$ cat config.mk
export PLATFORM = sky130hd
export DESIGN_NAME = mux_rr_arbiter_flat
export DESIGN_NICKNAME = d
export VERILOG_FILES = /design/src/rtl/mux_rr_arbiter_if.sv /design/src/rtl/mux_rr_arbiter.sv /design/src/flat_wrapper.sv
export SDC_FILE = /design/constraint.sdc
export NUM_CORES = 1
export LEC_CHECK = 0
export BUFFER_PORTS_ARGS = -buffer_cell sky130_fd_sc_hd__buf_2
export CAP_MARGIN = 40
export CELL_PAD_IN_SITES_DETAIL_PLACEMENT = 2
export CELL_PAD_IN_SITES_GLOBAL_PLACEMENT = 2
export CORE_UTILIZATION = 25
export CTS_CLUSTER_DIAMETER = 80
export CTS_CLUSTER_SIZE = 16
export DETAILED_ROUTE_END_ITERATION = 6
export GPL_TIMING_DRIVEN = 0
export PLACE_DENSITY = 0.77
export SLEW_MARGIN = 20
export SYNTH_ARGS = -nofsm -noshare
export SYNTH_HDL_FRONTEND = slang
export SYNTH_SLANG_ARGS = --single-unit
$ cat constraint.sdc
create_clock -name clk -period 1.6 [get_ports clk]
set_input_delay 0.32 -clock clk [delete_from_list [all_inputs] [get_ports clk]]
set_output_delay 0.32 -clock clk [all_outputs]
set_load 0.02 [all_outputs]
$ cat src/rtl/mux_rr_arbiter_if.sv
// Requester/consumer bundle around the round-robin mux arbiter.
// slave = arbiter side, master = requester/consumer side.
interface mux_rr_arbiter_if #(
  parameter int NB_input = 3
);
  logic [2:0]        e_req;
  logic [2:0]        e_last;
  logic [NB_input:0] e_mux1;
  logic [NB_input:0] e_mux2;
  logic [NB_input:0] e_mux3;
  logic              e_ready;
  logic [2:0]        s_ack;
  logic [1:0]        s_muxsel;
  logic              s_valid;
  logic [NB_input:0] s_data;
  logic [1:0]        s_src;
  logic              s_lastout;

  modport slave (
    input  e_req, e_last, e_mux1, e_mux2, e_mux3, e_ready,
    output s_ack, s_muxsel, s_valid, s_data, s_src, s_lastout
  );

  modport master (
    output e_req, e_last, e_mux1, e_mux2, e_mux3, e_ready,
    input  s_ack, s_muxsel, s_valid, s_data, s_src, s_lastout
  );
endinterface

$ cat src/rtl/mux_rr_arbiter.sv
// Round-robin burst arbiter owning the 3:1 mux select, with one registered output stage.
// Define MUXARB_FIXED_PRIO_EN to replace round robin with fixed priority 0>1>2.
module mux_rr_arbiter #(
  parameter int NB_input  = 3,
  parameter int MAX_BURST = 8
) (
  input  logic               clk,
  input  logic               rst,
  mux_rr_arbiter_if.slave    bus
);
  typedef enum logic {IDLE, BUSY} state_t;

  localparam logic [7:0] L_MAX = 8'(MAX_BURST);

  state_t            r_state, w_state_next;
  logic [1:0]        r_muxsel, w_muxsel_next;
  logic [7:0]        r_cnt, w_cnt_next;
  logic              r_valid, w_valid_next;
  logic [NB_input:0] r_data, w_data_next;
  logic [1:0]        r_src, w_src_next;
  logic              r_last, w_last_next;

  logic [2:0]        w_gmask;
  logic [2:0]        w_ack;
  logic              w_req_g, w_last_g, w_accept, w_release;
  logic [1:0]        w_winner;
  logic [NB_input:0] w_sel_data;

  // One-hot view of the current grant; all zeros when select is 11.
  for (genvar gi = 0; gi < 3; gi++) begin : g_grant
    assign w_gmask[gi] = (r_muxsel == 2'(gi));
    assign w_ack[gi]   = w_accept && w_gmask[gi];
  end

  assign w_req_g   = |(bus.e_req & w_gmask);
  assign w_last_g  = |(bus.e_last & w_gmask);
  assign w_accept  = (r_state == BUSY) && w_req_g && (!r_valid || bus.e_ready);
  assign w_release = w_accept && (w_last_g || ((r_cnt + 8'd1) == L_MAX));

  always_comb begin
    case (r_muxsel)
      2'd0:    w_sel_data = bus.e_mux1;
      2'd1:    w_sel_data = bus.e_mux2;
      2'd2:    w_sel_data = bus.e_mux3;
      default: w_sel_data = '0;
    endcase
  end

`ifdef MUXARB_FIXED_PRIO_EN
  always_comb begin
    w_winner = 2'd3;
    if (bus.e_req[0])      w_winner = 2'd0;
    else if (bus.e_req[1]) w_winner = 2'd1;
    else if (bus.e_req[2]) w_winner = 2'd2;
  end
`else
  logic [1:0] r_ptr, w_ptr_next;

  // Search starts just after the last requester served.
  always_comb begin
    w_winner = 2'd3;
    case (r_ptr)
      2'd0: begin
        if (bus.e_req[1])      w_winner = 2'd1;
        else if (bus.e_req[2]) w_winner = 2'd2;
        else if (bus.e_req[0]) w_winner = 2'd0;
      end
      2'd1: begin
        if (bus.e_req[2])      w_winner = 2'd2;
        else if (bus.e_req[0]) w_winner = 2'd0;
        else if (bus.e_req[1]) w_winner = 2'd1;
      end
      default: begin
        if (bus.e_req[0])      w_winner = 2'd0;
        else if (bus.e_req[1]) w_winner = 2'd1;
        else if (bus.e_req[2]) w_winner = 2'd2;
      end
    endcase
  end
`endif

  always_comb begin
    w_state_next  = r_state;
    w_muxsel_next = r_muxsel;
    w_cnt_next    = r_cnt;
`ifndef MUXARB_FIXED_PRIO_EN
    w_ptr_next    = r_ptr;
`endif
    w_valid_next  = r_valid;
    w_data_next   = r_data;
    w_src_next    = r_src;
    w_last_next   = r_last;
    case (r_state)
      IDLE: begin
        if (|bus.e_req) begin
          w_muxsel_next = w_winner;
          w_cnt_next    = 8'd0;
          w_state_next  = BUSY;
        end else begin
          w_muxsel_next = 2'b11;
        end
      end
      default: begin
        if (w_accept) w_cnt_next = r_cnt + 8'd1;
        if (w_release) begin
          w_state_next  = IDLE;
          w_muxsel_next = 2'b11;
          w_cnt_next    = 8'd0;
`ifndef MUXARB_FIXED_PRIO_EN
          w_ptr_next    = r_muxsel;
`endif
        end
      end
    endcase
    if (w_accept) begin
      w_valid_next = 1'b1;
      w_data_next  = w_sel_data;
      w_src_next   = r_muxsel;
      w_last_next  = w_last_g;
    end else if (r_valid && bus.e_ready) begin
      w_valid_next = 1'b0;
    end
  end

  always_ff @(posedge clk) begin
    if (rst) begin
      r_state  <= IDLE;
      r_muxsel <= 2'b11;
      r_cnt    <= 8'd0;
      r_valid  <= 1'b0;
      r_data   <= '0;
      r_src    <= 2'b11;
      r_last   <= 1'b0;
`ifndef MUXARB_FIXED_PRIO_EN
      r_ptr    <= 2'd2;
`endif
    end else begin
      r_state  <= w_state_next;
      r_muxsel <= w_muxsel_next;
      r_cnt    <= w_cnt_next;
      r_valid  <= w_valid_next;
      r_data   <= w_data_next;
      r_src    <= w_src_next;
      r_last   <= w_last_next;
`ifndef MUXARB_FIXED_PRIO_EN
      r_ptr    <= w_ptr_next;
`endif
    end
  end

  assign bus.s_ack     = w_ack;
  assign bus.s_muxsel  = r_muxsel;
  assign bus.s_valid   = r_valid;
  assign bus.s_data    = r_data;
  assign bus.s_src     = r_src;
  assign bus.s_lastout = r_last;
endmodule

$ cat src/flat_wrapper.sv
// flat-port wrapper written by rule: the top's interface ports become plain ports
module mux_rr_arbiter_flat 
#(
  parameter int NB_input  = 3,
  parameter int MAX_BURST = 8
)
  (clk, rst, bus_e_req, bus_e_last, bus_e_mux1, bus_e_mux2, bus_e_mux3, bus_e_ready, bus_s_ack, bus_s_muxsel, bus_s_valid, bus_s_data, bus_s_src, bus_s_lastout);
  mux_rr_arbiter_if #(.NB_input(NB_input)) bus_i ();
  input  logic clk;
  input  logic rst;
  input wire logic [$bits(bus_i.e_req)-1:0] bus_e_req;
  input wire logic [$bits(bus_i.e_last)-1:0] bus_e_last;
  input wire logic [$bits(bus_i.e_mux1)-1:0] bus_e_mux1;
  input wire logic [$bits(bus_i.e_mux2)-1:0] bus_e_mux2;
  input wire logic [$bits(bus_i.e_mux3)-1:0] bus_e_mux3;
  input wire logic [$bits(bus_i.e_ready)-1:0] bus_e_ready;
  output wire logic [$bits(bus_i.s_ack)-1:0] bus_s_ack;
  output wire logic [$bits(bus_i.s_muxsel)-1:0] bus_s_muxsel;
  output wire logic [$bits(bus_i.s_valid)-1:0] bus_s_valid;
  output wire logic [$bits(bus_i.s_data)-1:0] bus_s_data;
  output wire logic [$bits(bus_i.s_src)-1:0] bus_s_src;
  output wire logic [$bits(bus_i.s_lastout)-1:0] bus_s_lastout;
  assign bus_i.e_req = bus_e_req;
  assign bus_i.e_last = bus_e_last;
  assign bus_i.e_mux1 = bus_e_mux1;
  assign bus_i.e_mux2 = bus_e_mux2;
  assign bus_i.e_mux3 = bus_e_mux3;
  assign bus_i.e_ready = bus_e_ready;
  assign bus_s_ack = bus_i.s_ack;
  assign bus_s_muxsel = bus_i.s_muxsel;
  assign bus_s_valid = bus_i.s_valid;
  assign bus_s_data = bus_i.s_data;
  assign bus_s_src = bus_i.s_src;
  assign bus_s_lastout = bus_i.s_lastout;
  mux_rr_arbiter #(.NB_input(NB_input), .MAX_BURST(MAX_BURST)) u_core (.clk(clk), .rst(rst), .bus(bus_i));
endmodule
-- Word-level counts from Yosys, hierarchy flattened
Index checks and enable logic that the tools add are counted.
- $lt $le $gt $ge: 0
- mux-type cells: 23
- equality and inequality tests: 6
- div/mod/pow operators: 0
- reductions and logical operators: 19
- shifts and indexed selects: 0
- $add $sub $neg: 1
- multipliers: 0
- bitwise gates (word level): 2
- operators with widths (kind ; count):
    two-way mux 8 bit ; 4
    two-way mux 2 bit ; 11
    one-hot mux 4 bit (3 select lines) ; 1
    OR reduction 3 bit ; 3
    adder 8 x 1 -> 8 bit, second input constant ; 1
    equality test 8 x 4 -> 1 bit, second input constant ; 1
    logical AND 1 bit ; 7
    bitwise AND 3 bit ; 2
    two-way mux 1 bit ; 6
    equality test 2 x 1 -> 1 bit, second input constant ; 2
    zero test 2 bit ; 2
    one-hot mux 2 bit (2 select lines) ; 1
    AND reduction 2 bit ; 2
    nonzero test 2 bit ; 2
    inequality test 3 bit, second input constant ; 1
    equality test 2 bit, second input constant ; 1
    logical OR 1 bit ; 2
    inequality test 2 bit, second input constant ; 1
    zero test 1 bit ; 1
- memories: 0
- latch bits: 0
- flip-flop bits (word level): 21
- bits in read-only memories: 0
- memory bits (writable): 0
- bits of input ports: 21

-- Logic depth before layout (Yosys ltp)
- depth after elaboration: 8
- mapped depth: 7
- mapped depth without buffers: 6

-- Worst setup path after synthesis
Ideal clock, no wire load.
- path kind: flip-flop to output port
- start: register u_core.r_muxsel[1], in the netlist u_core.bus.s_muxsel[1]
- end: output bus_s_ack[0]
- stages on the path, launching flop included: 7
- arrival time: 1.677 ns
- slack: -0.397 ns
- buffers on the path: 2
- cells stage by stage: dfxtp_1 -> buf_6 -> nand3b_1 -> o21a_2 -> or2_1 -> buf_4 -> nor3_1
- cells in the longest elaborated chain, start to end: 6
- elaborated cells between the ends (all ways): 8
- those cells by class: eq/ne: 2; bitwise: 1; reduce/logical: 5
- ends and longest elaborated chain (what ; line ; RTL):
    start: declaration ; mux_rr_arbiter.sv:16 ; logic [1:0] r_muxsel, w_muxsel_next;
    start signal: assignment ; mux_rr_arbiter.sv:139 ; r_muxsel <= w_muxsel_next;
    equality test 2 x 1 -> 1 bit (tied with other cells) ; mux_rr_arbiter.sv:31 ; assign w_gmask[gi] = (r_muxsel == 2'(gi));
    bitwise AND 3 bit ; mux_rr_arbiter.sv:35 ; assign w_req_g = |(bus.e_req & w_gmask);
    OR reduction 3 bit ; mux_rr_arbiter.sv:35 ;
    logical AND 1 bit (2 in series) ; mux_rr_arbiter.sv:37 ; assign w_accept = (r_state == BUSY) && w_req_g && (!r_valid || bus.e_ready);
    logical AND 1 bit (*) ; mux_rr_arbiter.sv:32 ; assign w_ack[gi] = w_accept && w_gmask[gi];
    end: declaration ; flat_wrapper.sv:17 ; output wire logic [$bits(bus_i.s_ack)-1:0] bus_s_ack;
Every way passes the cells marked *; elsewhere a longest branch is shown, timed or not.

-- Final worst setup path
- start: register u_core.r_muxsel[1], in the netlist u_core.bus.s_muxsel[1]
- end: output bus_s_ack[1]
Same word-level chain as after synthesis.

==> impl_results.md <==
* DR iter-0 viols at 46
* Vias at 1333
* Vias in the first global route at ~1500
* Synth async-reset ratio at 0%
* Die W at about 71 um
* Detail Route Antenna Nets at 0
* Met2 WL at 2.81 mm
* Max Slew Vio Count at 0
* WL/cell at 21.1 um
* Vias/cell at 5.49
* Yosys cell types at 44
* Peak supply drop at roughly 0.39 mV
* Worst setup SP type: register
* Die Ht at 71.2 um
* Post-DP HPWL at around 3.0 mm
* CP endpoint kind: output port
* Synth Register Bits at 21
* Worst path arrival time at between 1.5 and 2 ns
* Clock latency on the worst-skew pair at 0.27 ns
* Avg Inst Size Synth at 8.86 um2
* Clock root buffer: clkbuf_8
* Crit Path Max Fanout at 3
* Top Ports at 34
* Area grow syn2layout at 63.3%
* Gp weighted congestion at 0.746
* H-tree levels at 1
* Remaining DRCs at 0
* Status: complete, but fails checks
* Syn Nets at around 160
* Violated checks: negative setup slack
* Pre-CTS setup slack at -0.281 ns
* Max Clock Skew at 0.00954 ns
* Starting Density at 26.7%
* Final number of setup-violating endpoints at 23
* Max Fclk at 513 MHz
* Total GRT Usage at 19.7%
* Die footprint at 0.00507 mm2
* Global route overflow at 0
* Setup ws final at -0.350 ns
* Main synth FF type: dfxtp_1
* Unrepaired setup endpoints after global routing: true
* Hold Fails Final Rpt at 0
* Required time of the critical path at 1.28 ns
* Synth Warn # at 0
* Max_cap viols at 0
* Sink Count at 21
* Number of flops mapped to enable cells by yosys at 0
* Final core occ at 43.7%
* Cts bufs inserted at 3
* WL met1 at just over 2 mm
* Global-route wire length before repair at 7.62 mm
* Min Clock Period, post-route at 1.95 ns
* Drt first pass iters at 6
* Mapped Area at 0.00120 mm2
* Cell Rows at 24
* Hold WS at ~0.34 ns
* Top routing layer in use: met4
* Sequential share of the synthesized area at 35.1%
* Largest net degree at the start of global routing at 12
* Final net count at between 200 and 250
* Synth Instances at 135
* Post-Route WL at 5.12 mm
* Core Area at 0.00447 mm2
* Max Root-Sink Buffers at 2
* Port bufs at 33
* # diodes at 0
* Routed wl met3 at about 180 um
* Hold Crit Class: in2reg
* Leakage at between 0.7 and 0.8 nW
* CTS tree: done
* Layout cells sized above 1 at a little under three fifths
* Type of the worst setup path: reg2out
* Clk slew on worst S/H paths at 0.09 ns
* Slew @ Worst Pin at 0.592 ns
* Pwr/cell area at roughly 700 mW/mm2
* # hold bufs at CTS at 0
* Slew margin rel. at roughly three fifths
* Post-route clock period utilization at 122%
* Initial antenna violation count at 0
* Fin Setup TNS at -4.38 ns
synth_stat cells (2+ instances only):
cell	instances	area, um2
and2_1	3	18.8
nand2_1	6	22.5
mux2i_1	5	50.1
clkbuf_1	3	11.3
o21ai_1	2	10.0
nor3_1	8	40.0
a311oi_1	2	17.5
nor2b_1	2	12.5
a31oi_1	8	50.1
nor2_1	13	48.8
a41oi_1	2	17.5
ha_1	2	25.0
a211o_1	2	17.5
nand2b_1	5	31.3
buf_4	3	22.5
nand3b_1	6	45.0
nor3_2	2	20.0
dfxtp_1	21	420
nor4_1	2	12.5
a21oi_1	6	30.0
and3_1	3	18.8
a211oi_1	5	37.5
nor3b_1	2	15.0
nand3_1	2	10.0
flip-flops by register name, summed over array words and instances (netlist names):
register,flops
u_core.bus.s_lastout,1
u_core.bus.s_data,4
u_core.bus.s_src,2
u_core.r_cnt,8
u_core.r_state,1
u_core.r_ptr,2
u_core.bus.s_muxsel,2
u_core.bus.s_valid,1
final timing paths:
path	start	depth (start not counted)	endpoint	slack, ns
max	u_core.bus.s_muxsel[1]	8	bus_s_ack[1]	-0.35
min	bus_e_ready	3	u_core.bus.s_valid	0.34
max reg2reg	u_core.bus.s_muxsel[1]	8	u_core.r_cnt[6]	-0.31
min reg2reg	u_core.bus.s_src[1]	1	u_core.bus.s_src[1]	0.49
layout by cell type, fill, tap and decap left out, types with 6 or more instances in the layout:
cell      count
buf_2        30
buf_4        12
a31oi_1       8
dfxtp_1      15
buf_6        13
nand3b_1      6
nor3_2        6
nand2_1       6
nor2_1        6
critical path, stage by stage (launching register included):
cell	delay, ns
dfxtp_4	0.37
buf_8	0.11
nand3b_1	0.17
o21a_4	0.15
buf_6	0.12
nor2_4	0.09
buf_6	0.11
and2_4	0.14
buf_6	0.11
logic make-up (layout without fill, tap and decap cells):
logic type,Yosys count,after routing,synth area share [%]
buf+inv,9,65,4.50
mux,6,6,6.07
fa+ha+maj,2,2,2.09
flops,21,21,35.1
compound gates,38,38,23.4
simple gates,59,59,28.8
metal layers:
layer	vias up	GRT usage, %
li1	626	-
met4	0	6.22
met5	-	0
met2	33	37.7
met3	6	3.56
met1	668	21.8
where the power goes:
part | leakage [nW] | internal, mW | switching, mW
Clock | 0.0228 | 0.178 | 0.193
Combinational | 0.581 | 0.203 | 0.226
Sequential | 0.173 | 0.545 | 0.0260
Total | 0.777 | 0.926 | 0.444
stage by stage:
| stage | std cells | instance area [um2] | total power, mW |
|---|---|---|---|
| 2_1_floorplan | 135 | 1240 | 0.759 |
| 5_1_grt | 243 | 1950 | 1.43 |
| 3_5_place_dp | 220 | 1470 | 0.859 |
| 3_3_place_gp | 220 | 1470 | 0.846 |
| 4_1_cts | 239 | 1800 | 1.31 |
| 6_report | 243 | 1950 | 1.37 |
repair_timing:
action | in CTS | in global routing
hold endpoints to repair | 0 | 0
buffers inserted | 15 | 6
cloned | 1 | 0
pin swaps | 13 | 11
endpoints found under the setup margin | 22 | 23
gates resized for setup | 41 | 32
cell type report:
class	instances	area, um2
sequential	21	435
clock buffer	4	45.0
inverter	1	3.75
tap	52	65.1
fill	474	2520
timing repair buffer	54	397
buffer	6	52.6
multi-input combinational	105	955
No activity file was read; power rests on OpenSTA's default activity.
